==> src/rtl/uart_rx_16x.sv <==
// 8N1 UART receiver driven by a 16x oversample enable, majority-vote bit recovery.
// Optional even-parity checking is enabled by defining UART_RX_PARITY_EN.
module uart_rx_16x #(
  parameter int DATA_BITS   = 8,
  parameter int SYNC_STAGES = 2
) (
  input  logic                 clk50,
  input  logic                 rst_n,
  input  logic                 tick16,
  input  logic                 rxd,
  output logic [DATA_BITS-1:0] rx_data,
  output logic                 rx_valid,
  output logic                 rx_frame_err,
`ifdef UART_RX_PARITY_EN
  output logic                 rx_parity_err,
`endif
  output logic                 rx_busy
);

`ifdef UART_RX_PARITY_EN
  typedef enum logic [2:0] {IDLE, START, DATA, PARITY, STOP, BRK} state_t;
`else
  typedef enum logic [2:0] {IDLE, START, DATA, STOP, BRK} state_t;
`endif

  function automatic logic maj3(input logic [2:0] v);
    return (v[0] & v[1]) | (v[0] & v[2]) | (v[1] & v[2]);
  endfunction

  function automatic logic even_parity_ok(input logic [DATA_BITS-1:0] d, input logic p);
    return ~(^{d, p});
  endfunction

  state_t               state_r, state_n;
  logic [SYNC_STAGES-1:0] sync_r;
  logic                 tick16_d_r;
  logic [3:0]           cnt_r, cnt_n;
  logic [2:0]           bit_idx_r, bit_idx_n;
  logic [DATA_BITS-1:0] shift_r, shift_n;
  logic [2:0]           votes_r, votes_n;
  logic [DATA_BITS-1:0] data_n;
  logic                 valid_n, ferr_n, busy_n;
  logic                 tick_en_s, rxd_s, maj_s, maj_stop_s;
`ifdef UART_RX_PARITY_EN
  logic                 par_r, par_n, perr_n;
`endif

  assign tick_en_s  = tick16 & ~tick16_d_r;
  assign rxd_s      = sync_r[SYNC_STAGES-1];
  assign maj_s      = maj3(votes_r);
  // The stop bit is judged on the cnt = 9 tick itself, so its third vote is the live sample.
  assign maj_stop_s = maj3({rxd_s, votes_r[1:0]});

  // Next-state, counters, sampling and output strobes.
  always_comb begin
    state_n   = state_r;
    cnt_n     = cnt_r;
    bit_idx_n = bit_idx_r;
    shift_n   = shift_r;
    votes_n   = votes_r;
    data_n    = rx_data;
    valid_n   = 1'b0;
    ferr_n    = 1'b0;
`ifdef UART_RX_PARITY_EN
    par_n     = par_r;
    perr_n    = 1'b0;
`endif
    if (tick_en_s) begin
      cnt_n = cnt_r + 4'd1;
      case (cnt_r)
        4'd7:    votes_n[0] = rxd_s;
        4'd8:    votes_n[1] = rxd_s;
        4'd9:    votes_n[2] = rxd_s;
        default: votes_n = votes_r;
      endcase
      case (state_r)
        IDLE: begin
          cnt_n = 4'd0;
          if (!rxd_s) state_n = START;
          else        state_n = IDLE;
        end
        START: begin
          if (cnt_r == 4'd15) begin
            if (maj_s) begin
              state_n = IDLE;
            end else begin
              state_n   = DATA;
              bit_idx_n = 3'd0;
            end
          end else begin
            state_n = START;
          end
        end
        DATA: begin
          if (cnt_r == 4'd15) begin
            shift_n = {maj_s, shift_r[DATA_BITS-1:1]};
            if (bit_idx_r == 3'(DATA_BITS - 1)) begin
`ifdef UART_RX_PARITY_EN
              state_n = PARITY;
`else
              state_n = STOP;
`endif
            end else begin
              bit_idx_n = bit_idx_r + 3'd1;
            end
          end else begin
            state_n = DATA;
          end
        end
`ifdef UART_RX_PARITY_EN
        PARITY: begin
          if (cnt_r == 4'd15) begin
            par_n   = maj_s;
            state_n = STOP;
          end else begin
            state_n = PARITY;
          end
        end
`endif
        STOP: begin
          if (cnt_r == 4'd9) begin
            if (maj_stop_s) begin
              state_n = IDLE;
`ifdef UART_RX_PARITY_EN
              if (even_parity_ok(shift_r, par_r)) begin
                data_n  = shift_r;
                valid_n = 1'b1;
              end else begin
                perr_n = 1'b1;
              end
`else
              data_n  = shift_r;
              valid_n = 1'b1;
`endif
            end else begin
              ferr_n  = 1'b1;
              state_n = BRK;
            end
          end else begin
            state_n = STOP;
          end
        end
        BRK: begin
          if (rxd_s) state_n = IDLE;
          else       state_n = BRK;
        end
        default: state_n = IDLE;
      endcase
    end else begin
      state_n = state_r;
    end
    busy_n = (state_n != IDLE);
  end

  // State and output registers; the synchroniser idles high like the line.
  always_ff @(posedge clk50 or negedge rst_n) begin
    if (!rst_n) begin
      sync_r       <= {SYNC_STAGES{1'b1}};
      tick16_d_r   <= 1'b0;
      state_r      <= IDLE;
      cnt_r        <= 4'd0;
      bit_idx_r    <= 3'd0;
      shift_r      <= {DATA_BITS{1'b0}};
      votes_r      <= 3'b000;
      rx_data      <= {DATA_BITS{1'b0}};
      rx_valid     <= 1'b0;
      rx_frame_err <= 1'b0;
      rx_busy      <= 1'b0;
`ifdef UART_RX_PARITY_EN
      par_r         <= 1'b0;
      rx_parity_err <= 1'b0;
`endif
    end else begin
      sync_r       <= {sync_r[SYNC_STAGES-2:0], rxd};
      tick16_d_r   <= tick16;
      state_r      <= state_n;
      cnt_r        <= cnt_n;
      bit_idx_r    <= bit_idx_n;
      shift_r      <= shift_n;
      votes_r      <= votes_n;
      rx_data      <= data_n;
      rx_valid     <= valid_n;
      rx_frame_err <= ferr_n;
      rx_busy      <= busy_n;
`ifdef UART_RX_PARITY_EN
      par_r         <= par_n;
      rx_parity_err <= perr_n;
`endif
    end
  end

endmodule

==> config.mk <==
export PLATFORM = sky130hd
export DESIGN_NAME = uart_rx_16x
export DESIGN_NICKNAME = d
export VERILOG_FILES = /design/src/rtl/uart_rx_16x.sv
export SDC_FILE = /design/constraint.sdc
export NUM_CORES = 1
export LEC_CHECK = 0
export CAP_MARGIN = 20
export CORE_MARGIN = 4
export CORE_UTILIZATION = 50
export CTS_CLUSTER_DIAMETER = 200
export DETAILED_ROUTE_END_ITERATION = 16
export GPL_ROUTABILITY_DRIVEN = 1
export PLACE_DENSITY_LB_ADDON = 0.2
export SYNTH_ARGS = -nofsm -noshare
export SYNTH_HDL_FRONTEND = slang
export SYNTH_SLANG_ARGS = --single-unit
==> constraint.sdc <==
create_clock -name clk50 -period 2.46 [get_ports clk50]
set_input_delay 0.246 -clock clk50 [delete_from_list [all_inputs] [get_ports clk50]]
set_output_delay 0.246 -clock clk50 [all_outputs]
set_load 0.01 [all_outputs]
==> flow_summary_export.csv, run 1 <==
group,metric,value,unit
sta,hold_viol_final,0,
worst_setup_path,arrival,2.05,ns
yosys,synth-seq-cells,35,
route,postRouteWirelength,2790,um
clocking,path_clk_slew,0.11,ns
global_route,grt_pass1_vias,1037,
sta,period_share,74.2,%
yosys,synth_top_family_by_area,"simple AND/OR/NAND/NOR gates",
clocking,cts_buffer_depth,2,
die,ioPinCount,15,
worst_setup_path,criticalPathCategory,"reg -> reg",
clocking,cts_resized,0,
worst_setup_path,slowest_delay,0.42,ns
worst_setup_path,crit_required,2.68,ns
route,vias_per_cell,5.43,
power_and_ir_drop,p_per_area,757,nW/um^2
yosys,synth_cell_type_count,37,
placed_design,post-place-ws,0.458,ns
sta,grt_setup_unrepaired,"no",
yosys,syn-num-nets,135,
global_route,grt_antenna_before_repair,0,
worst_setup_path,cp_cell_sequence,"inv_1 -> ha_1 -> nand3b_1 -> nor3_1 -> nand2_1 -> mux2_2",
power_and_ir_drop,ir_drop,460,uV
placed_design,dp_hpwl,2030,um
clocking,cts_setup_buffers,0,
yosys,syn_area,1590,sq um
worst_setup_path,r2r_slack,0.64,ns
yosys,synth_top_area_cell,"dfrtp_1",
die,rows,20,
yosys,synth-xor-area-share,0,%
yosys,synth_mux_area_share,15.3,%
sta,fmax,548,MHz
global_route,grt_max_degree,36,
placed_design,io_buffers,14,
global_route,overflow,0,
yosys,synth_compound_gate_area_share,6.45,%
yosys,yosysTopAreaCellShare,51.9,%
die,core-area,3050,sq um
placed_design,dpl_cell_area,1780,sq um
sta,slew-limit-headroom,69.9,%
run_status,status,"finished clean",
yosys,synth_area_per_cell,12.6,sq um
sta,setup_ws,0.635,ns
yosys,async_flop_share,100,%
power_and_ir_drop,p_leak,0.867,nW
yosys,synthTopCellsByArea,"dfrtp_1 52%, mux2_2 13%, ha_1 3.9%, dfstp_2 3.3%, nand2_1 2.1%",
worst_setup_path,r2r-start,"cnt_r[1]",
clocking,cts_buffers,5,
route,wl_per_cell,14.6,um
placed_design,dpl.cell_count,183,
worst_setup_path,cp-end-kind,"flop",
yosys,synthSimpleGateAreaFrac,15.5,%
die,die_w,64.4,um
clocking,clock_sinks,35,
route,first_pass_iters,4,
flow_run,max-cap-violations,0,
yosys,synth_edf_count,0,
sta,worstMarginPinSlew,0.447,ns
die,dieHeight,64.4,um
layout,area_delta_synth_final,16.7,%
sta,setup_viol,0,
clocking,ctsHoldBuffers,0,
worst_setup_path,slowest_stage,"dfrtp_1",
min_path,holdCritPathClass,"in -> async",
worst_setup_path,cp_num_buf_inv,1,
yosys,yosys_most_used_dff,"dfrtp_1",
clocking,htreeDepth,2,
clocking,insertion_delay,0.34,ns
sta,drv_slew,0,
clocking,tritoncts,"built",
route,drtIter0Drc,47,
route,via_count,1037,
clocking,ctsRootBufferMaster,"clkbuf_4",
layout,layout-drive-gt1-share,24.5,%
worst_setup_path,cp_top_family,"simple AND/OR/NAND/NOR gates",
sta,skew,0.0127,ns
worst_setup_path,r2r_end,"rx_data[1]",
sta,fin_setup_tns,0,ns
layout,finalInstanceArea,1860,sq um
route,antenna_left,0,
yosys,synthAdderAreaFrac,5.19,%
layout,fin_cells,191,
placed_design,gp_congestion,0.816,
layout,fin_util,60.8,%
global_route,grt_usage,15.3,%
worst_setup_path,startpoint_type,"flop",
die,initial_core_util,52.1,%
global_route,grt_pass1_wl,4840,um
yosys,netlist_instances,126,
die,die_area,4150,sq um
worst_setup_path,crit_fanout,9,
worst_setup_path,r2r_cells,6,
yosys,yosysSeqAreaShare,55.2,%
yosys,ys_warn_count,0,
route,drc,0,
sta,period_needed,1.82,ns
worst_setup_path,crit_cells,6,
layout,antenna_cells,0,
layout,fin_nets,155,
[area by class of cell]
class / count / area (sq um)
clock buffer: 7 / 65.1
inverter: 5 / 18.8
clock inverter: 1 / 7.51
tap: 44 / 55.1
timing repair buffer: 16 / 155
multi-input combinational: 83 / 676
sequential: 35 / 878
fill: 262 / 1200
[cells in the mapped netlist (3+ instances only)]
library cell  instances
nand2_1               9
mux2i_1               3
o21ai_0               5
nor3_1                4
ha_1                  5
nand2b_1              3
inv_1                 5
mux2_2               18
dfrtp_1              33
nand3_1               5
[worst max-delay path by stage]
stage	slack, ns	startpoint	endpoint
2_1_floorplan	0.80	state_r[0]	shift_r[0]
3_3_place_gp	0.52	tick16	rx_data[6]
4_1_cts	0.63	cnt_r[0]	shift_r[4]
6_report	0.64	cnt_r[1]	rx_data[1]
5_1_grt	0.50	cnt_r[1]	rx_data[1]
3_5_place_dp	0.46	tick16	rx_data[1]
[cells by family after synthesis]
group | Yosys count
AOI/OAI and AO/OA | 14
adders and majority gates | 7
buffers and inverters | 8
DFF | 35
muxes | 22
and+or+nand+nor | 40
[cell usage in the layout (no fill, tap or decap), drive strengths merged]
cell           count
dfrtp             33
mux2              19
clkdlybuf4s50     14
nand2              9
clkbuf             7
nand3              6
inv                5
o21ai              5
ha                 5
nor3               5
nand2b             3
mux2i              3
maj3               2
a21oi              2
or3                2
nand3b             2
o221a              2
nor4               2
nor2               2
buf                2
dfstp              2
or3b               2
and3b              1
or2b               1
and2               1
nor2b              1
o221ai             1
or4bb              1
and3               1
o211ai             1
a211o              1
o31ai              1
o22ai              1
nand4b             1
clkinvlp           1
[stage by stage]
step,hold WS (ns),total power (W)
after floorplan,-0.0496,0.000971
after global placement,0.345,0.00104
after detailed placement,0.351,0.00106
after CTS,0.285,0.00142
after global routing,0.287,0.00150
final,0.300,0.00140
[sequential cells by signal (all words and copies together) (netlist names)]
name,cells
votes_r,3
rx_frame_err,1
rx_data,8
rx_busy,1
sync_r,2
bit_idx_r,3
shift_r,8
cnt_r,4
rx_valid,1
tick16_d_r,1
state_r,3
[layer usage]
metal / vias to the layer above / global-route usage [%] / routed length [um]
met4: 0 / 7.92 / 59
met3: 5 / 3.34 / 100
met1: 509 / 20.0 / 1300
met2: 24 / 23.8 / 1330
li1: 499 / - / -
met5: - / 0 / 0
[power by group]
part           switching (W)  total [W]  leakage [nW]  internal, W
combinational       0.000156   0.000303         0.379     0.000147
clock               0.000190   0.000357        0.0375     0.000167
sequential          0.000100   0.000744         0.451     0.000644
Note: power is estimated with default switching activity, not from simulation.
==> run 2, diff against run 1 <==
Clock period 2.46 ns to 1.9 ns, I/O delays scaled along.
==> flow_summary_export.csv, run 2 (synthesized netlist as in run 1, its figures left out) <==
group,metric,value,unit
run_status,status,"finished clean",
sta,drv_slew,0,
die,dieHeight,64.4,um
die,die_area,4150,sq um
worst_setup_path,r2r-start,"bit_idx_r[0]",
layout,reg.largest.list,"rx_data x8, shift_r x8, cnt_r x4",
worst_setup_path,startpoint_type,"flop",
global_route,overflow,0,
global_route,grt_pass1_wl,5060,um
die,rows,20,
flow_run,max-cap-violations,0,
clocking,cts_buffers,5,
clocking,cts_setup_buffers,0,
clocking,insertion_delay,0.34,ns
route,via_count,1051,
sta,slew-limit-headroom,71.2,%
layout,area_delta_synth_final,20.8,%
sta,period_needed,1.73,ns
sta,skew,0.00598,ns
clocking,cts_buffer_depth,2,
clocking,tritoncts,"built",
layout,finalInstanceArea,1920,sq um
placed_design,gp_congestion,0.817,
layout,final_cell_mix,"33 x dfrtp_1, 18 x mux2_2, 14 x clkdlybuf4s50_1, 8 x nand2_1, 6 x buf_4",
worst_setup_path,r2r_cells,6,
route,vias_per_cell,5.36,
die,core-area,3050,sq um
die,initial_core_util,52.1,%
global_route,grt_max_degree,36,
sta,setup_viol,0,
power_and_ir_drop,finalPower,0.00195,W
sta,fmax,577,MHz
layout,layout-drive-gt1-share,27.6,%
route,drc,0,
power_and_ir_drop,p_per_area,1010,nW/um^2
worst_setup_path,crit_required,2.19,ns
layout,antenna_cells,0,
die,die_w,64.4,um
power_and_ir_drop,ir_drop,583,uV
worst_setup_path,crit_fanout,3,
route,wl_per_cell,14.6,um
sta,fin_setup_tns,0,ns
placed_design,dp_hpwl,2030,um
min_path,holdCritPathClass,"in -> async",
clocking,ctsHoldBuffers,0,
layout,layout_commonest_cell,"dfrtp_1",
sta,hold_viol_final,0,
worst_setup_path,arrival,2.02,ns
worst_setup_path,criticalPathCategory,"reg -> reg",
global_route,grt_antenna_before_repair,0,
placed_design,io_buffers,14,
route,drtIter0Drc,41,
global_route,grt_pass1_vias,1087,
die,ioPinCount,15,
route,first_pass_iters,4,
route,antenna_left,0,
clocking,ctsRootBufferMaster,"clkbuf_4",
layout,fin_nets,160,
sta,period_share,91.3,%
sta,grt_setup_unrepaired,"no",
route,postRouteWirelength,2850,um
global_route,grt_usage,16.2,%
worst_setup_path,critPathLaunch,"bit_idx_r[0]",
placed_design,dpl_cell_area,1830,sq um
clocking,htreeDepth,2,
clocking,clock_sinks,35,
power_and_ir_drop,p_leak,0.907,nW
sta,worstMarginPinSlew,0.428,ns
clocking,path_clk_slew,0.11,ns
worst_setup_path,cp-end-kind,"flop",
==> run 2: changes by cell type in the layout (fill, tap and decap cells not counted) <==
cell,delta
buf_12,+1
buf_4,+4
nand2_2,+1
clkinv_2,+1
clkinvlp_4,-1
bufinv_16,+1
clkbuf_8,-1
nand2_1,-1
==> run 2: timing repair <==
| action | CTS | global route |
|---|---|---|
| hold endpoints to repair | 0 | 0 |
| setup endpoints to repair | 0 | 8 |
| resized for setup | 0 | 1 |
==> run 2: area by class of cell <==
type                            instances  area (sq um)
Clock buffer                            6          51.3
Inverter                                5          18.8
Fill cell                             252          1130
Clock inverter                          2          35.0
Sequential cell                        35           878
Timing Repair Buffer                   21           205
Multi-Input combinational cell         83           678
Tap cell                               44          55.1
==> run 2: critical path, cell delays in order, from the launching register on <==
cell     delay (ns)
dfrtp_1        0.38
ha_1           0.17
ha_1           0.19
or4bb_1        0.48
mux2i_1        0.15
o221a_2        0.23
a211o_1        0.10
==> run 2: metal layers <==
metal / GRT usage, % / vias to the layer above / wire, um
li1: - / 503 / -
met1: 20.7 / 511 / 1270
met2: 25.4 / 29 / 1350
met3: 4.22 / 8 / 163
met4: 7.92 / 0 / 65
met5: 0 / - / 0
==> run 2: path summary, 6_finish.rpt <==
path	endpoint	slack [ns]
worst max-delay path	rx_busy	0.17
worst min-delay path	cnt_r[0]	0.24
worst max register to register	rx_busy	0.17
worst min register to register	sync_r[1]	0.37
max in group asynchronous	sync_r[0]	1.31
min in group clk50	sync_r[0]	0.27
==> run 2: power breakdown <==
part	leakage, nW	total, W	internal, W	switching, W
sequential	0.451	0.000954	0.000834	0.000120
combinational	0.408	0.000433	0.000208	0.000224
clock	0.0482	0.000559	0.000311	0.000248
total	0.907	0.00195	0.00135	0.000592
==> run 2: metrics by stage <==
step | setup slack [ns] | utilization [%] | hold slack [ns] | instances
CTS | 0.126 | 62.9 | 0.257 | 196
global placement | 0.0762 | 60.0 | 0.347 | 188
floorplan | 0.235 | - | -0.106 | 126
finish | 0.166 | 63.0 | 0.244 | 196
detailed placement | 0.0394 | 60.0 | 0.349 | 188
global route | 0.0141 | 63.0 | 0.245 | 196
==> run 3, diff against run 2 <==
Settings changed: PLACE_DENSITY set to 0.71, PLACE_DENSITY_LB_ADDON 0.2 to not set.
==> flow_summary_export.csv, run 3 (synthesized netlist as in run 1, its figures left out) <==
group,metric,value,unit
run_status,status,"finished clean",
die,die_w,64.4,um
placed_design,dp_hpwl,2080,um
placed_design,gp_congestion,0.838,
die,rows,20,
global_route,busiest_layer,"met2",
route,vias_per_cell,5.34,
global_route,globalRouteMet1Util,20.4,%
clocking,cts_buffer_depth,2,
sta,slew-limit-headroom,71.6,%
sta,period_needed,1.76,ns
sta,hold_ws,0.237,ns
worst_setup_path,crit_fanout,3,
worst_setup_path,arrival,2.04,ns
global_route,overflow,0,
power_and_ir_drop,p_per_area,953,nW/um^2
layout,layout_commonest_cell,"dfrtp_1",
clocking,path_clk_slew,0.12,ns
die,die_area,4150,sq um
layout,area_delta_synth_final,19.2,%
sta,hold_viol_final,0,
global_route,met2_usage,25.1,%
sta,setup_viol,0,
layout,antenna_cells,0,
layout,final_cell_mix,"33 x dfrtp_1, 18 x mux2_2, 14 x clkdlybuf4s50_1, 8 x nand2_1",
route,drc,0,
clocking,insertion_delay,0.34,ns
flow_run,max-cap-violations,0,
global_route,grt_pass1_wl,5060,um
clocking,clock_sinks,35,
route,wl_per_cell,14.7,um
route,postRouteWirelength,2860,um
worst_setup_path,crit_required,2.18,ns
clocking,tritoncts,"built",
clocking,ctsRootBufferMaster,"clkbuf_4",
route,first_pass_iters,4,
global_route,grt_antenna_before_repair,0,
clocking,cts_buffers,5,
global_route,grt_pass1_vias,1061,
sta,worstMarginPinSlew,0.426,ns
route,drtIter0Drc,84,
worst_setup_path,cp-end-kind,"flop",
die,dieHeight,64.4,um
layout,fin_nets,159,
sta,fin_setup_tns,0,ns
global_route,grt_max_degree,36,
clocking,htreeDepth,2,
die,core-area,3050,sq um
sta,skew,0.0126,ns
sta,period_share,92.6,%
worst_setup_path,criticalPathCategory,"reg -> reg",
global_route,grt_usage,16.0,%
route,via_count,1041,
die,ioPinCount,15,
power_and_ir_drop,ir_drop,638,uV
sta,fmax,568,MHz
worst_setup_path,startpoint_type,"flop",
layout,reg.largest.list,"rx_data x8, shift_r x8, cnt_r x4",
placed_design,io_buffers,14,
sta,drv_slew,0,
route,antenna_left,0,
sta,grt_setup_unrepaired,"no",
die,initial_core_util,52.1,%
min_path,holdCritPathClass,"in -> async",
global_route,grt.met3_usage,5.62,%
layout,layout-drive-gt1-share,27.8,%
power_and_ir_drop,p_leak,0.881,nW
-- run 3: cell types whose count changed in the layout (fill, tap and decap cells not counted), sizes merged --
cell,change
buf,-1
bufinv,-1
clkinvlp,+2
clkinv,-1
inv,+1
clkbuf,-1
-- run 3: worst max-delay path, stage by stage (launching register included) --
cell,delay [ns]
dfrtp_1,0.38
ha_1,0.15
ha_1,0.17
or4bb_1,0.48
mux2i_1,0.19
o221a_2,0.24
a211o_1,0.10
-- run 3: final timing paths --
check	slack, ns	from	cells past startpoint	endpoint
worst min-delay path	0.24	rst_n	2	cnt_r[2]
min in group clk50	0.27	rxd	1	sync_r[0]
worst max-delay path	0.14	bit_idx_r[0]	6	rx_busy
worst min register to register	0.37	sync_r[0]	0	sync_r[1]
worst max register to register	0.14	bit_idx_r[0]	6	rx_busy
max in group asynchronous	1.32	rst_n	2	sync_r[1]
-- run 3: what timing repair did --
action,in CTS,in global routing
setup endpoints to repair,0,9
gates resized for setup,0,2
setup buffers,0,0
hold buffers,0,0
-- run 3: power by group --
| part | total, W | switching [W] | internal [W] |
|---|---|---|---|
| sequential | 0.000949 | 0.000115 | 0.000834 |
| clock | 0.000424 | 0.000276 | 0.000148 |
| combinational | 0.000434 | 0.000227 | 0.000207 |
-- run 3: layout make-up --
| class | count | area, sq um |
|---|---|---|
| timing repair buffer | 20 | 198 |
| multi-input combinational | 83 | 684 |
| clock buffer | 5 | 37.5 |
| sequential | 35 | 878 |
| tap | 44 | 55.1 |
| inverter | 5 | 18.8 |
| fill | 255 | 1160 |
| clock inverter | 3 | 23.8 |
-- run 3: metrics by stage --
step	worst slack [ns]	total power (W)	util (%)	instance area (sq um)	instances
floorplan	0.235	0.00126	-	1590	126
global placement	0.0762	0.00137	59.8	1830	187
detailed placement	-0.00435	0.00139	59.8	1830	187
CTS	0.0944	0.00181	61.8	1890	195
global route	0.0225	0.00193	62.1	1900	195
finish	0.140	0.00181	62.1	1900	195
-- run 3: layer usage --
layer,part of all wire (%),vias to the layer above
li1,-,506
met1,47,511
met5,0,-
met2,47,20
met3,4.7,4
met4,1.1,0
